<file path="config.mk">
export PLATFORM = sky130hd
export DESIGN_NAME = lct_l1a_sequencer
export DESIGN_NICKNAME = d
export VERILOG_FILES = /design/src/rtl/lct_l1a_sequencer.sv
export SDC_FILE = /design/constraint.sdc
export NUM_CORES = 1
export LEC_CHECK = 0
export BUFFER_PORTS_ARGS = -buffer_cell sky130_fd_sc_hd__buf_2
export CAP_MARGIN = 20
export CORE_ASPECT_RATIO = 1.75
export CORE_UTILIZATION = 30
export CTS_BUF_LIST = sky130_fd_sc_hd__clkbuf_16
export DETAILED_ROUTE_END_ITERATION = 6
export PLACE_DENSITY_LB_ADDON = 0.12
export SLEW_MARGIN = 5
export SYNTH_ARGS = -nofsm -noshare
export SYNTH_HDL_FRONTEND = slang
export SYNTH_SLANG_ARGS = --single-unit
</file>
<file path="constraint.sdc">
create_clock -name clk -period 6 [get_ports clk]
set_input_delay 0.3 -clock clk [delete_from_list [all_inputs] [get_ports clk]]
set_output_delay 0.3 -clock clk [all_outputs]
set_load 0.01 [all_outputs]
</file>
<file path="src/rtl/lct_l1a_sequencer.sv">
// Trigger sequencer: replays a programmed burst of LCTs with delayed L1A and
// ALCT/OTMB data-available strobes, all timed against a free-running timebase.

module lct_ts_fifo #(
  parameter int W     = 16,
  parameter int DEPTH = 4
) (
  input  logic         clk,
  input  logic         rstn,
  input  logic         en,
  input  logic         push,
  input  logic         pop,
  input  logic [W-1:0] push_data,
  output logic [W-1:0] head,
  output logic         empty,
  output logic         drop
);
  // DEPTH must be a power of two, at least 2, so the pointers wrap naturally
  localparam int AW = (DEPTH > 1) ? $clog2(DEPTH) : 1;

  logic [W-1:0]  mem_q [DEPTH];
  logic [W-1:0]  mem_d [DEPTH];
  logic [AW-1:0] rd_ptr_q, rd_ptr_d, wr_ptr_q, wr_ptr_d;
  logic [AW:0]   count_q, count_d;
  logic          do_push, do_pop;

  // A push into a full queue still lands when the head leaves in the same cycle
  always_comb begin
    do_pop   = en & pop & (count_q != '0);
    do_push  = en & push & ((count_q != (AW+1)'(DEPTH)) | do_pop);
    drop     = en & push & ~do_push;
    mem_d    = mem_q;
    rd_ptr_d = rd_ptr_q;
    wr_ptr_d = wr_ptr_q;
    count_d  = count_q;
    if (do_push) begin
      mem_d[wr_ptr_q] = push_data;
      wr_ptr_d        = wr_ptr_q + 1'b1;
    end
    if (do_pop) rd_ptr_d = rd_ptr_q + 1'b1;
    if (do_push && !do_pop)      count_d = count_q + 1'b1;
    else if (!do_push && do_pop) count_d = count_q - 1'b1;
  end

  always_ff @(posedge clk or negedge rstn) begin
    if (!rstn) begin
      mem_q    <= '{default: '0};
      rd_ptr_q <= '0;
      wr_ptr_q <= '0;
      count_q  <= '0;
    end else begin
      mem_q    <= mem_d;
      rd_ptr_q <= rd_ptr_d;
      wr_ptr_q <= wr_ptr_d;
      count_q  <= count_d;
    end
  end

  assign head  = mem_q[rd_ptr_q];
  assign empty = (count_q == '0);
endmodule

module lct_l1a_sequencer #(
  parameter int CNT_W      = 16,
  parameter int LAT_W      = 12,
  parameter int FIFO_DEPTH = 4
) (
  input  logic             clk,
  input  logic             rstn,
  input  logic             en,
  input  logic             start,
  input  logic [CNT_W-1:0] n_events,
  input  logic [CNT_W-1:0] gap,
  input  logic [7:0]       lct_mask,
  input  logic [LAT_W-1:0] l1a_lat,
  input  logic [LAT_W-1:0] alct_lat,
  input  logic [LAT_W-1:0] otmb_lat,
  output logic [7:0]       lct,
  output logic             l1a,
  output logic             alct_dav,
  output logic             otmb_dav,
  output logic             busy,
  output logic             done,
  output logic [CNT_W-1:0] l1a_cnt,
  output logic             overflow
);
  typedef enum logic [1:0] {IDLE, RUN, DRAIN} state_t;

  state_t           state_q, state_d;
  logic [CNT_W-1:0] ts_q, ts_d, n_q, n_d, gap_q, gap_d;
  logic [CNT_W-1:0] ev_cnt_q, ev_cnt_d, gap_cnt_q, gap_cnt_d, l1a_cnt_q, l1a_cnt_d;
  logic [LAT_W-1:0] l1a_lat_q, l1a_lat_d, alct_lat_q, alct_lat_d, otmb_lat_q, otmb_lat_d;
  logic [7:0]       mask_q, mask_d, lct_q, lct_d;
  logic             l1a_q, l1a_d, alct_q, alct_d, otmb_q, otmb_d;
  logic             busy_q, busy_d, done_q, done_d, overflow_q, overflow_d;

  logic             start_acc, start_run, lct_issue, all_empty;
  logic [CNT_W-1:0] gap_in;
  logic [LAT_W-1:0] l1a_lat_eff;
  logic             l1a_empty, alct_empty, otmb_empty;
  logic             l1a_fire, alct_fire, otmb_fire;
  logic             l1a_drop, alct_drop, otmb_drop;
  logic [CNT_W-1:0] l1a_head, alct_head, otmb_head;

  function automatic logic [LAT_W-1:0] at_least_one(input logic [LAT_W-1:0] v);
    return (v == '0) ? LAT_W'(1) : v;
  endfunction

  function automatic logic [CNT_W-1:0] ts_plus(input logic [CNT_W-1:0] t, input logic [LAT_W-1:0] d);
    return t + {{(CNT_W-LAT_W){1'b0}}, d};
  endfunction

  // The first LCT goes out on the start edge itself, so it uses the raw inputs
  assign start_acc   = en & start & (state_q == IDLE);
  assign start_run   = start_acc & (n_events != '0);
  assign gap_in      = (gap == '0) ? CNT_W'(1) : gap;
  assign l1a_lat_eff = start_run ? at_least_one(l1a_lat) : l1a_lat_q;
  assign lct_issue   = start_run | ((state_q == RUN) & (gap_cnt_q == '0));
  assign l1a_fire    = ~l1a_empty & (l1a_head == ts_q);
  assign alct_fire   = ~alct_empty & (alct_head == ts_q);
  assign otmb_fire   = ~otmb_empty & (otmb_head == ts_q);
  assign all_empty   = l1a_empty & alct_empty & otmb_empty;

  lct_ts_fifo #(.W(CNT_W), .DEPTH(FIFO_DEPTH)) u_l1a_fifo (
    .clk(clk), .rstn(rstn), .en(en), .push(lct_issue), .pop(l1a_fire),
    .push_data(ts_plus(ts_q, l1a_lat_eff)), .head(l1a_head), .empty(l1a_empty), .drop(l1a_drop));

  lct_ts_fifo #(.W(CNT_W), .DEPTH(FIFO_DEPTH)) u_alct_fifo (
    .clk(clk), .rstn(rstn), .en(en), .push(l1a_fire), .pop(alct_fire),
    .push_data(ts_plus(ts_q, alct_lat_q)), .head(alct_head), .empty(alct_empty), .drop(alct_drop));

  lct_ts_fifo #(.W(CNT_W), .DEPTH(FIFO_DEPTH)) u_otmb_fifo (
    .clk(clk), .rstn(rstn), .en(en), .push(l1a_fire), .pop(otmb_fire),
    .push_data(ts_plus(ts_q, otmb_lat_q)), .head(otmb_head), .empty(otmb_empty), .drop(otmb_drop));

  always_ff @(posedge clk or negedge rstn) begin
    if (!rstn)   state_q <= IDLE;
    else if (en) state_q <= state_d;
  end

  always_comb begin
    state_d = state_q;
    case (state_q)
      IDLE:    if (start_run) state_d = (n_events == CNT_W'(1)) ? DRAIN : RUN;
      RUN:     if (lct_issue && (ev_cnt_q + 1'b1 == n_q)) state_d = DRAIN;
      DRAIN:   if (all_empty) state_d = IDLE;
      default: state_d = IDLE;
    endcase
  end

  always_comb begin
    ts_d       = ts_q + 1'b1;
    n_d        = n_q;
    gap_d      = gap_q;
    mask_d     = mask_q;
    l1a_lat_d  = l1a_lat_q;
    alct_lat_d = alct_lat_q;
    otmb_lat_d = otmb_lat_q;
    ev_cnt_d   = ev_cnt_q;
    gap_cnt_d  = gap_cnt_q;
    l1a_cnt_d  = l1a_cnt_q;
    overflow_d = overflow_q;
    lct_d      = '0;
    done_d     = 1'b0;
    if (start_acc) begin
      n_d        = n_events;
      gap_d      = gap_in;
      mask_d     = lct_mask;
      l1a_lat_d  = at_least_one(l1a_lat);
      alct_lat_d = at_least_one(alct_lat);
      otmb_lat_d = at_least_one(otmb_lat);
      l1a_cnt_d  = '0;
      overflow_d = 1'b0;
      done_d     = (n_events == '0);
    end
    if (start_run) begin
      lct_d     = lct_mask;
      ev_cnt_d  = CNT_W'(1);
      gap_cnt_d = gap_in - 1'b1;
    end else if (state_q == RUN) begin
      if (gap_cnt_q == '0) begin
        lct_d     = mask_q;
        ev_cnt_d  = ev_cnt_q + 1'b1;
        gap_cnt_d = gap_q - 1'b1;
      end else begin
        gap_cnt_d = gap_cnt_q - 1'b1;
      end
    end
    if (l1a_fire) l1a_cnt_d = l1a_cnt_q + 1'b1;
    l1a_d  = l1a_fire;
    alct_d = alct_fire;
    otmb_d = otmb_fire;
    if (l1a_drop | alct_drop | otmb_drop) overflow_d = 1'b1;
    if ((state_q == DRAIN) && all_empty) done_d = 1'b1;
    busy_d = (state_d != IDLE);
  end

  // With en low everything holds, but the one-cycle strobes are forced quiet
  always_ff @(posedge clk or negedge rstn) begin
    if (!rstn) begin
      ts_q       <= '0;
      n_q        <= '0;
      gap_q      <= '0;
      mask_q     <= '0;
      l1a_lat_q  <= '0;
      alct_lat_q <= '0;
      otmb_lat_q <= '0;
      ev_cnt_q   <= '0;
      gap_cnt_q  <= '0;
      l1a_cnt_q  <= '0;
      overflow_q <= 1'b0;
      lct_q      <= '0;
      l1a_q      <= 1'b0;
      alct_q     <= 1'b0;
      otmb_q     <= 1'b0;
      busy_q     <= 1'b0;
      done_q     <= 1'b0;
    end else if (en) begin
      ts_q       <= ts_d;
      n_q        <= n_d;
      gap_q      <= gap_d;
      mask_q     <= mask_d;
      l1a_lat_q  <= l1a_lat_d;
      alct_lat_q <= alct_lat_d;
      otmb_lat_q <= otmb_lat_d;
      ev_cnt_q   <= ev_cnt_d;
      gap_cnt_q  <= gap_cnt_d;
      l1a_cnt_q  <= l1a_cnt_d;
      overflow_q <= overflow_d;
      lct_q      <= lct_d;
      l1a_q      <= l1a_d;
      alct_q     <= alct_d;
      otmb_q     <= otmb_d;
      busy_q     <= busy_d;
      done_q     <= done_d;
    end else begin
      lct_q  <= '0;
      l1a_q  <= 1'b0;
      alct_q <= 1'b0;
      otmb_q <= 1'b0;
      done_q <= 1'b0;
    end
  end

  assign lct      = lct_q;
  assign l1a      = l1a_q;
  assign alct_dav = alct_q;
  assign otmb_dav = otmb_q;
  assign busy     = busy_q;
  assign done     = done_q;
  assign l1a_cnt  = l1a_cnt_q;
  assign overflow = overflow_q;
endmodule

</file>
==> flow_metrics.env, run 1 <==
export IMPL_status="complete, no violations"
export IMPL_max_vdd_ir_drop_mv=0.238
export IMPL_seqCellArea_mm2=0.00923
export IMPL_place_gp_congestion=0.779
export IMPL_fmax_mhz=221
export IMPL_fin_crit_ns=4.53
export IMPL_yosys_warnings=0
export IMPL_p_leak_nw=11.0
export IMPL_grt_setup_unrepaired="no"
export IMPL_tns_ns=0
export IMPL_critical_path_buf_inv_count=1
export IMPL_grt_pass1_wl_um=93300
export IMPL_crit_type="register to register"
export IMPL_syn2layout_area_growth_pct=17.7
export IMPL_io_pins=110
export IMPL_synthArstFlopShare=1.00
export IMPL_hold_path_class="primary input to register"
export IMPL_ys_ff_latch=369
export IMPL_syn_inst=1866
export IMPL_synthTopCellsByArea="dfrtp_1 47%, nand2_1 6.4%, mux2_2 5.2%"
export IMPL_yosysTopAreaCell="dfrtp_1"
export IMPL_vias_per_cell=4.90
export IMPL_core_region_area_mm2=0.0653
export IMPL_min_period_over_period=0.755
export IMPL_end_kind="register"
export IMPL_syn_nets=2007
export IMPL_drt_iter0_drc=722
export IMPL_antenna_found_initial=3
export IMPL_syn_avg_cell_area_um2=10.6
export IMPL_drive_gt1_frac=0.173
export IMPL_die_w_um=196
export IMPL_power_density_mw_per_mm2=424
export IMPL_dp_final_hpwl_um=42200
export IMPL_clk_transition_reported_paths_ns=0.06
export IMPL_wl_per_cell_um=20.4
export IMPL_num_rows=124
export IMPL_slew_violations=0
export IMPL_cp_slowest_cell="dfrtp_1"
export IMPL_ctsResizeCount=0
export IMPL_grt_pass1_vias=15400
export IMPL_hold_violations=0
export IMPL_critPathLaunchType="register"
export IMPL_slew_headroom=0.357
export IMPL_worst_path_max_fanout=17
export IMPL_required_ns=6.45
export IMPL_synth_edf_count=0
export IMPL_gr_total_overflow=0
export IMPL_antenna_left=0
export IMPL_synth_area_mm2=0.0198
export IMPL_setup_viol=0
export IMPL_clockRootBuffer="clkbuf_16"
export IMPL_place_port_buffers=109
export IMPL_synth_main_ff_cell="dfrtp_1"
export IMPL_path_delay_family="simple AND/OR/NAND/NOR gates"
export IMPL_cts_tree="done"
export IMPL_die_h_um=342
export IMPL_insertion_delay_ns=0.59
export IMPL_num_fill_cells=6607
export IMPL_hold_buffers=74
export IMPL_clockBufferDepth=3
export IMPL_start_util=0.303
export IMPL_track_usage=0.184
export IMPL_fin_skew_ns=0.0292
export IMPL_synth_top_area_frac=0.466
export IMPL_die_area_mm2=0.0671
export IMPL_path_cells="mux4_2 -> nor2b_1 -> or4_4 -> nor3_4 -> nand4_2 -> buf_4 -> a31oi_4 -> and2_1 -> mux2_2"
export IMPL_grt_max_degree=144
export IMPL_first_pass_iters=5
export IMPL_post_cts_setup_buffers=0
export IMPL_layout_nets=2171
export IMPL_vias=14400
export IMPL_synth_cell_types=71
export IMPL_worstMarginPinSlew_ns=0.957
export IMPL_ctsHtreeMaxLevel=2
export IMPL_drc=0
export IMPL_multi_input_area_mm2=0.00987
export IMPL_cts_made_buffers=41
export IMPL_arrival_ns=4.99
export IMPL_slowest_delay_ns=0.95
export IMPL_cts_sinks=369
export IMPL_worst_hold_slack_ns=0.0277
export IMPL_routed_wirelength_um=60000
export IMPL_cap_viol_max_count=0
export IMPL_yosysSeqAreaShare=0.466
==> cell type report <==
class / count / share of cell area
inverters: 57 / 0.00918
flip-flops and latches: 369 / 0.396
well taps: 882 / 0.0473
repair buffers: 219 / 0.0684
multi-input cells: 1342 / 0.423
clock buffers: 43 / 0.0462
diodes: 1 / 0.000107
clock inverters: 30 / 0.00939
==> state kept, by name (all words and copies together), names as in the netlist, 3 cells and up <==
register,cells
l1a_cnt,16
otmb_lat_q,12
u_otmb_fifo.count_q,3
ts_q,16
u_alct_fifo.count_q,3
u_otmb_fifo.mem_q,64
n_q,16
mask_q,8
u_l1a_fifo.mem_q,64
lct,8
gap_q,16
alct_lat_q,12
l1a_lat_q,12
gap_cnt_q,16
u_alct_fifo.mem_q,64
ev_cnt_q,16
u_l1a_fifo.count_q,3
==> cell usage after synthesis, types with 51 or more instances <==
master and n:
dfrtp_1 369, nand2_1 338, xnor2_1 113, mux2_2 92, o21ai_0 84, nor2_1 73, mux2_1 69, mux2i_1 64
a21oi_1 56, ha_1 55, inv_1 55, clkbuf_1 51
==> final timing paths <==
kind,from,to,slack (ns),cells past startpoint
worst max-delay path,u_l1a_fifo.rd_ptr_q[0],u_otmb_fifo.mem_q[18],1.47,9
worst min-delay path,otmb_lat[0],otmb_lat_q[0],0.03,3
worst max register to register,u_l1a_fifo.rd_ptr_q[0],u_otmb_fifo.mem_q[18],1.47,9
worst min register to register,l1a_lat_q[7],l1a_lat_q[7],0.47,2
max in group asynchronous,rstn,u_alct_fifo.mem_q[49],4.14,3
min in group asynchronous,rstn,u_otmb_fifo.mem_q[50],0.42,2
==> logic make-up after synthesis <==
logic type,Yosys count,synth area share
compound gates,261,0.0840
mux,263,0.167
buf+inv,155,0.0368
fa+ha+maj,61,0.0408
simple gates,603,0.137
flops,369,0.466
xor+xnor,154,0.0681
==> stage by stage <==
step | cell area, µm² | power [W] | util | worst slack (ns) | std cells
global placement | 21300 | 0.00735 | 0.326 | 1.44 | 2794
CTS | 23300 | 0.0101 | 0.357 | 1.35 | 2941
finish | 23300 | 0.00988 | 0.357 | 1.47 | 2943
detailed placement | 21300 | 0.00742 | 0.326 | 1.38 | 2794
floorplan | 19800 | 0.00619 | - | 1.56 | 1866
global route | 23300 | 0.0106 | 0.357 | 1.06 | 2942
==> tightest hold or removal path, stage by stage <==
cell,delay (ns)
buf_2,0.08
a31oi_1,0.04
o21ai_0,0.13
==> layout by cell type, fill, tap and decap left out, types with 14 or more instances in the layout <==
master / instances
inv_1: 65
o31ai_1: 15
dlygate4sd3_1: 74
a31oi_1: 19
nand4_1: 19
ha_1: 55
mux2_1: 69
mux2i_1: 64
nand3_1: 31
nor4_1: 17
nor2_1: 73
xor2_1: 41
and3_1: 14
buf_2: 108
a21oi_1: 56
xnor2_1: 113
dfrtp_1: 369
clkbuf_16: 43
mux2_2: 92
nor3_1: 34
a211oi_1: 14
and2_1: 16
buf_4: 33
mux4_2: 38
o21ai_0: 83
nand2_1: 338
==> layer usage <==
metal,up-vias,global-route usage,share of wire
li1,6855,-,-
met1,7198,0.207,0.39
met2,272,0.343,0.53
met3,98,0.0263,0.034
met4,4,0.0789,0.041
met5,-,0,0.00037
==> power breakdown <==
group          total, W  leakage [nW]  switching (W)  internal, W
clock           0.00253         0.674        0.00110      0.00142
combinational   0.00345          5.59        0.00192      0.00154
sequential      0.00390          4.78       0.000688      0.00321
total           0.00988          11.0        0.00371      0.00617
No activity file was read; power rests on OpenSTA's default activity.
==> inputs of run 2 (changes only) <==
Clock period 6 ns to 4.1 ns, I/O delays scaled along.
==> run 2 against run 1 <==
Against the previous run: clock power increased by 46%; non-clock buffer count increased by 41; hold slack improved by 0.076 ns; maximum frequency increased by 20%; sequential share of layout area decreased by 0.70 points; critical path type unchanged.
==> flow_metrics.env, run 2 (synthesis results as in run 1) <==
export IMPL_crit_type="register to register"
export IMPL_fin_area_mm2=0.0237
export IMPL_antenna_found_initial=0
export IMPL_post_place_ws_ns=0.242
export IMPL_die_h_um=342
export IMPL_layout_commonest_cell="dfrtp_1"
export IMPL_p_int_w=0.00918
export IMPL_hold_violations=0
export IMPL_cts_sinks=369
export IMPL_grt_pass1_wl_um=95000
export IMPL_p_leak_nw=11.2
export IMPL_final_util=0.363
export IMPL_status="complete, no violations"
export IMPL_insertion_delay_ns=0.58
export IMPL_path_delay_family="simple AND/OR/NAND/NOR gates"
export IMPL_r2r_end="u_l1a_fifo.count_q[2]"
export IMPL_drt_iter0_drc=626
export IMPL_ctsResizeCount=0
export IMPL_slowest_delay_ns=0.59
export IMPL_cts_tree="done"
export IMPL_slew_violations=0
export IMPL_r2r_cells=13
export IMPL_start_util=0.303
export IMPL_place_port_buffers=109
export IMPL_drc=0
export IMPL_die_area_mm2=0.0671
export IMPL_clockBufferDepth=3
export IMPL_fmax_mhz=265
export IMPL_gr_total_overflow=0
export IMPL_antennaDiodeCount=0
export IMPL_grt_setup_unrepaired="no"
export IMPL_clk_transition_reported_paths_ns=0.06
export IMPL_whs_endpoint="done"
export IMPL_setup_slack_ns=0.323
export IMPL_min_path_cells=4
export IMPL_dp_final_hpwl_um=44400
export IMPL_worst_path_max_fanout=10
export IMPL_num_fill_cells=6539
export IMPL_multi_input_area_mm2=0.00988
export IMPL_antenna_left=0
export IMPL_seqPwrFrac=0.383
export IMPL_grt_max_degree=117
export IMPL_wl_per_cell_um=20.6
export IMPL_track_usage=0.187
export IMPL_power_density_mw_per_mm2=617
export IMPL_slew_headroom=0.359
export IMPL_io_pins=110
export IMPL_drive_gt1_frac=0.189
export IMPL_clockRootBuffer="clkbuf_16"
export IMPL_rrSetupSlack_ns=0.32
export IMPL_setup_viol=0
export IMPL_grt_pass1_vias=15500
export IMPL_seqCellArea_mm2=0.00923
export IMPL_layout_nets=2211
export IMPL_fin_crit_ns=3.78
export IMPL_cp_slowest_cell="dfrtp_1"
export IMPL_crit_top_cell="xor2_1"
export IMPL_required_ns=4.60
export IMPL_routed_wirelength_um=61300
export IMPL_ctsHtreeMaxLevel=2
export IMPL_min_period_over_period=0.921
export IMPL_worstMarginPinSlew_ns=0.962
export IMPL_comb_power_share=0.364
export IMPL_hold_path_class="primary input to register"
export IMPL_arrival_ns=4.28
export IMPL_dpl_instance_area_mm2=0.0217
export IMPL_cap_viol_max_count=0
export IMPL_vias=14700
export IMPL_first_pass_iters=5
export IMPL_tns_ns=0
export IMPL_end_kind="register"
export IMPL_reg_top3="u_alct_fifo.mem_q (64), u_l1a_fifo.mem_q (64), u_otmb_fifo.mem_q (64)"
export IMPL_die_w_um=196
export IMPL_path_cells="mux4_2 -> nor2b_1 -> or4_4 -> nor3_4 -> nand4_2 -> buf_4 -> a31oi_4 -> ha_1 -> inv_1 -> fa_1 -> xor2_1 -> nor2_1 -> xor2_1"
export IMPL_r2r_start="u_l1a_fifo.rd_ptr_q[0]"
export IMPL_p_switching_w=0.00547
export IMPL_num_rows=124
export IMPL_critical_path_buf_inv_count=2
export IMPL_swShare=0.373
export IMPL_final_cell_mix="369 x dfrtp_1, 338 x nand2_1, 113 x xnor2_1"
export IMPL_core_region_area_mm2=0.0653
export IMPL_place_gp_congestion=0.830
export IMPL_critPathLaunchType="register"
export IMPL_syn2layout_area_growth_pct=19.8
export IMPL_fin_skew_ns=0.0141
export IMPL_vias_per_cell=4.92
export IMPL_max_vdd_ir_drop_mv=0.389
export IMPL_worstHoldStart="start"
export IMPL_cts_made_buffers=40
export IMPL_clkPwrFrac=0.253
run 2: cell count changes in the layout (fill, tap and decap cells not counted), moves of 2 or more:
cell / previous run / this run
inv_1: 65 / 60
clkbuf_16: 43 / 41
clkinv_1: 7 / 10
dlygate4sd3_1: 74 / 77
bufinv_16: 3 / 5
buf_12: 2 / 10
buf_4: 33 / 64
run 2: worst max path at each step:
stage          cells after the start               endpoint                    from
2_1_floorplan                     18   u_l1a_fifo.mem_q[14]                      en
3_3_place_gp                      15   u_l1a_fifo.mem_q[14]             n_events[1]
3_5_place_dp                      15   u_l1a_fifo.mem_q[14]             n_events[1]
4_1_cts                           16   u_l1a_fifo.mem_q[14]             n_events[1]
5_1_grt                           17   u_l1a_fifo.mem_q[46]            n_events[10]
6_report                          13  u_l1a_fifo.count_q[2]  u_l1a_fifo.rd_ptr_q[0]
run 2: per-layer routing:
metal	share of wire	vias up	routed length, µm	global-route usage
li1	-	6932	-	-
met1	0.39	7374	24000	0.209
met2	0.55	277	33500	0.358
met3	0.030	83	1860	0.0241
met4	0.032	0	1950	0.0659
met5	0	-	0	0
run 2: metrics by stage:
step,std cells,power [W],hold WS [ns]
final,2981,0.0146,0.104
after global routing,2981,0.0156,0.103
after CTS,2979,0.0149,0.0577
after detailed placement,2831,0.0110,0.388
after global placement,2831,0.0109,0.375
after floorplan,1866,0.00906,-0.0906
run 2: layout make-up:
cell class                 count  area share
sequential                   369       0.389
inverter                      57     0.00901
timing repair buffer         260      0.0846
clock inverter                30      0.0114
multi-input combinational   1342       0.416
clock buffer                  41      0.0432
tap                          882      0.0465
run 2: power by group through the flow:
stage / logic (W) / clock network [W] / registers, W
floorplan: 0.00377 / 0 / 0.00529
global placement: 0.00528 / 0 / 0.00566
detailed placement: 0.00536 / 0 / 0.00568
CTS: 0.00545 / 0.00384 / 0.00562
global route: 0.00591 / 0.00395 / 0.00575
finish: 0.00533 / 0.00370 / 0.00561
run 2: what timing repair did:
action / CTS / global route
hold endpoints to repair: 192 / 0
setup endpoints to repair: 0 / 12
hold buffers: 77 / 0
buffers inserted: 0 / 2
run 2: worst register-to-register path, cell delays in order (launching register included):
cell and delay (ns):
dfrtp_1 0.59, mux4_2 0.55, nor2b_1 0.15, or4_4 0.50, nor3_4 0.27, nand4_2 0.14
buf_4 0.23, a31oi_4 0.21, ha_1 0.20, inv_1 0.06, fa_1 0.38, xor2_1 0.17
nor2_1 0.11, xor2_1 0.14
==> inputs of run 3 (changes only) <==
Settings changed: CAP_MARGIN 20 to 0.
Clock period 4.1 ns to 4.6 ns, I/O delays scaled along.
==> run 3 against run 2 <==
Against the previous run: routed wire length shrank 0.69%; critical path depth rose by 3; non-clock buffer count is 14 lower; power is 12% lower; clock power decreased by 12%; first-iteration DRC count fell by 4.5%; clock skew rose by 0.0017 ns; setup slack better by 0.13 ns; register-to-register slack better by 0.13 ns; cell area down 1.1%; sequential cell count stayed put; critical endpoint is now u_l1a_fifo.mem_q[30]; largest cell class unchanged.
==> flow_metrics.env, run 3 (synthesis results as in run 1) <==
export IMPL_grt_pass1_vias=15500
export IMPL_start_util=0.303
export IMPL_r2r_start="u_l1a_fifo.rd_ptr_q[0]"
export IMPL_ctsHtreeMaxLevel=2
export IMPL_slew_headroom=0.399
export IMPL_layout_commonest_cell="dfrtp_1"
export IMPL_num_fill_cells=6570
export IMPL_antenna_found_initial=0
export IMPL_drive_gt1_frac=0.183
export IMPL_place_port_buffers=109
export IMPL_top_usage_layer="met2"
export IMPL_wl_per_cell_um=20.5
export IMPL_cts_sinks=369
export IMPL_p_leak_nw=11.1
export IMPL_crit_type="primary input to register"
export IMPL_syn2layout_area_growth_pct=18.5
export IMPL_fin_skew_ns=0.0158
export IMPL_required_ns=5.05
export IMPL_drt_iter0_drc=598
export IMPL_vias_per_cell=4.90
export IMPL_hold_violations=0
export IMPL_grtUsageMet3=0.0234
export IMPL_antenna_left=0
export IMPL_clockRootBuffer="clkbuf_16"
export IMPL_min_period_over_period=0.901
export IMPL_place_gp_congestion=0.819
export IMPL_final_cell_mix="369 x dfrtp_1, 338 x nand2_1, 113 x xnor2_1"
export IMPL_layout_nets=2197
export IMPL_fin_area_mm2=0.0235
export IMPL_antennaDiodeCount=0
export IMPL_ctsResizeCount=0
export IMPL_fmax_mhz=241
export IMPL_gr_total_overflow=0
export IMPL_worstHoldStart="gap[0]"
export IMPL_cts_tree="done"
export IMPL_critPathLaunchType="primary input"
export IMPL_insertion_delay_ns=0.57
export IMPL_hold_buffers=76
export IMPL_setup_viol=0
export IMPL_routed_wirelength_um=60900
export IMPL_post_cts_setup_buffers=0
export IMPL_worst_path_max_fanout=13
export IMPL_grt_pass1_wl_um=94600
export IMPL_vias=14500
export IMPL_clk_transition_reported_paths_ns=0.06
export IMPL_drc=0
export IMPL_whs_endpoint="gap_q[0]"
export IMPL_die_h_um=342
export IMPL_r2r_cells=13
export IMPL_first_pass_iters=5
export IMPL_grt_max_degree=108
export IMPL_globalRouteMet2Util=0.350
export IMPL_end_kind="register"
export IMPL_worstMarginPinSlew_ns=0.893
export IMPL_power_density_mw_per_mm2=552
export IMPL_tns_ns=0
export IMPL_track_usage=0.186
export IMPL_cp_startpoint="n_events[10]"
export IMPL_final_util=0.359
export IMPL_multi_input_area_mm2=0.00987
export IMPL_fin_crit_ns=4.14
export IMPL_status="complete, no violations"
export IMPL_reg_top3="u_alct_fifo.mem_q (64), u_l1a_fifo.mem_q (64), u_otmb_fifo.mem_q (64)"
export IMPL_slew_violations=0
export IMPL_rrSetupSlack_ns=0.46
export IMPL_core_region_area_mm2=0.0653
export IMPL_use_met1=0.213
export IMPL_min_path_cells=3
export IMPL_cts_made_buffers=40
export IMPL_r2r_end="u_l1a_fifo.count_q[2]"
export IMPL_clockBufferDepth=3
export IMPL_io_pins=110
export IMPL_die_w_um=196
export IMPL_arrival_ns=4.59
export IMPL_num_rows=124
export IMPL_dpl_instance_area_mm2=0.0215
export IMPL_die_area_mm2=0.0671
export IMPL_max_vdd_ir_drop_mv=0.323
export IMPL_dp_final_hpwl_um=43900
export IMPL_hold_path_class="primary input to register"
export IMPL_grt_setup_unrepaired="no"
export IMPL_cap_viol_max_count=0
export IMPL_seqCellArea_mm2=0.00923
[run 3: layout make-up]
class                   count  share of cell area
clock buffers              41              0.0437
clock inverters            28             0.00996
inverters                  57             0.00911
multi-input cells        1342               0.420
flip-flops and latches    369               0.393
well taps                 882              0.0470
repair buffers            246              0.0766
[run 3: worst max-delay path by stage]
stage / slack [ns] / to / cells past startpoint
global placement: 0.47 / u_l1a_fifo.count_q[2] / 13
CTS: 0.41 / u_l1a_fifo.count_q[2] / 13
floorplan: 0.23 / u_l1a_fifo.mem_q[14] / 18
detailed placement: 0.43 / u_l1a_fifo.count_q[2] / 13
finish: 0.46 / u_l1a_fifo.mem_q[30] / 16
global route: 0.02 / u_l1a_fifo.mem_q[62] / 16
[run 3: report_power, final]
group	leakage [nW]	total, W	switching [W]	internal, W
registers	4.78	0.00502	0.000829	0.00419
logic	5.72	0.00470	0.00264	0.00206
clock network	0.639	0.00324	0.00140	0.00184
[run 3: metrics by stage]
| stage | total power, W | hold slack, ns | setup slack [ns] | std cells |
|---|---|---|---|---|
| 6_report | 0.0130 | 0.0536 | 0.455 | 2965 |
| 2_1_floorplan | 0.00807 | -0.0656 | 0.233 | 1866 |
| 3_5_place_dp | 0.00980 | 0.380 | 0.426 | 2820 |
| 4_1_cts | 0.0132 | 0.0248 | 0.412 | 2965 |
| 5_1_grt | 0.0139 | 0.0836 | 0.0201 | 2965 |
| 3_3_place_gp | 0.00969 | 0.361 | 0.474 | 2820 |
[run 3: layer usage]
layer | wire length (µm) | share of wire | vias up
li1 | - | - | 6905
met1 | 24400 | 0.40 | 7294
met2 | 32700 | 0.54 | 257
met3 | 1630 | 0.027 | 84
met4 | 2080 | 0.034 | 0
met5 | 0 | 0 | -
[run 3: critical path, cell delays in order]
cell and delay [ns]:
dlygate4sd3_1 0.55, buf_2 0.13, nor4_1 0.29, nand4_1 0.33
o21ai_2 0.52, o21ai_0 0.18, ha_1 0.25, fa_1 0.43
a211o_1 0.33, a21oi_1 0.19, o21ai_0 0.16, a41oi_1 0.30
a21oi_1 0.14, nand3_1 0.12, xnor2_1 0.13, mux2_1 0.31
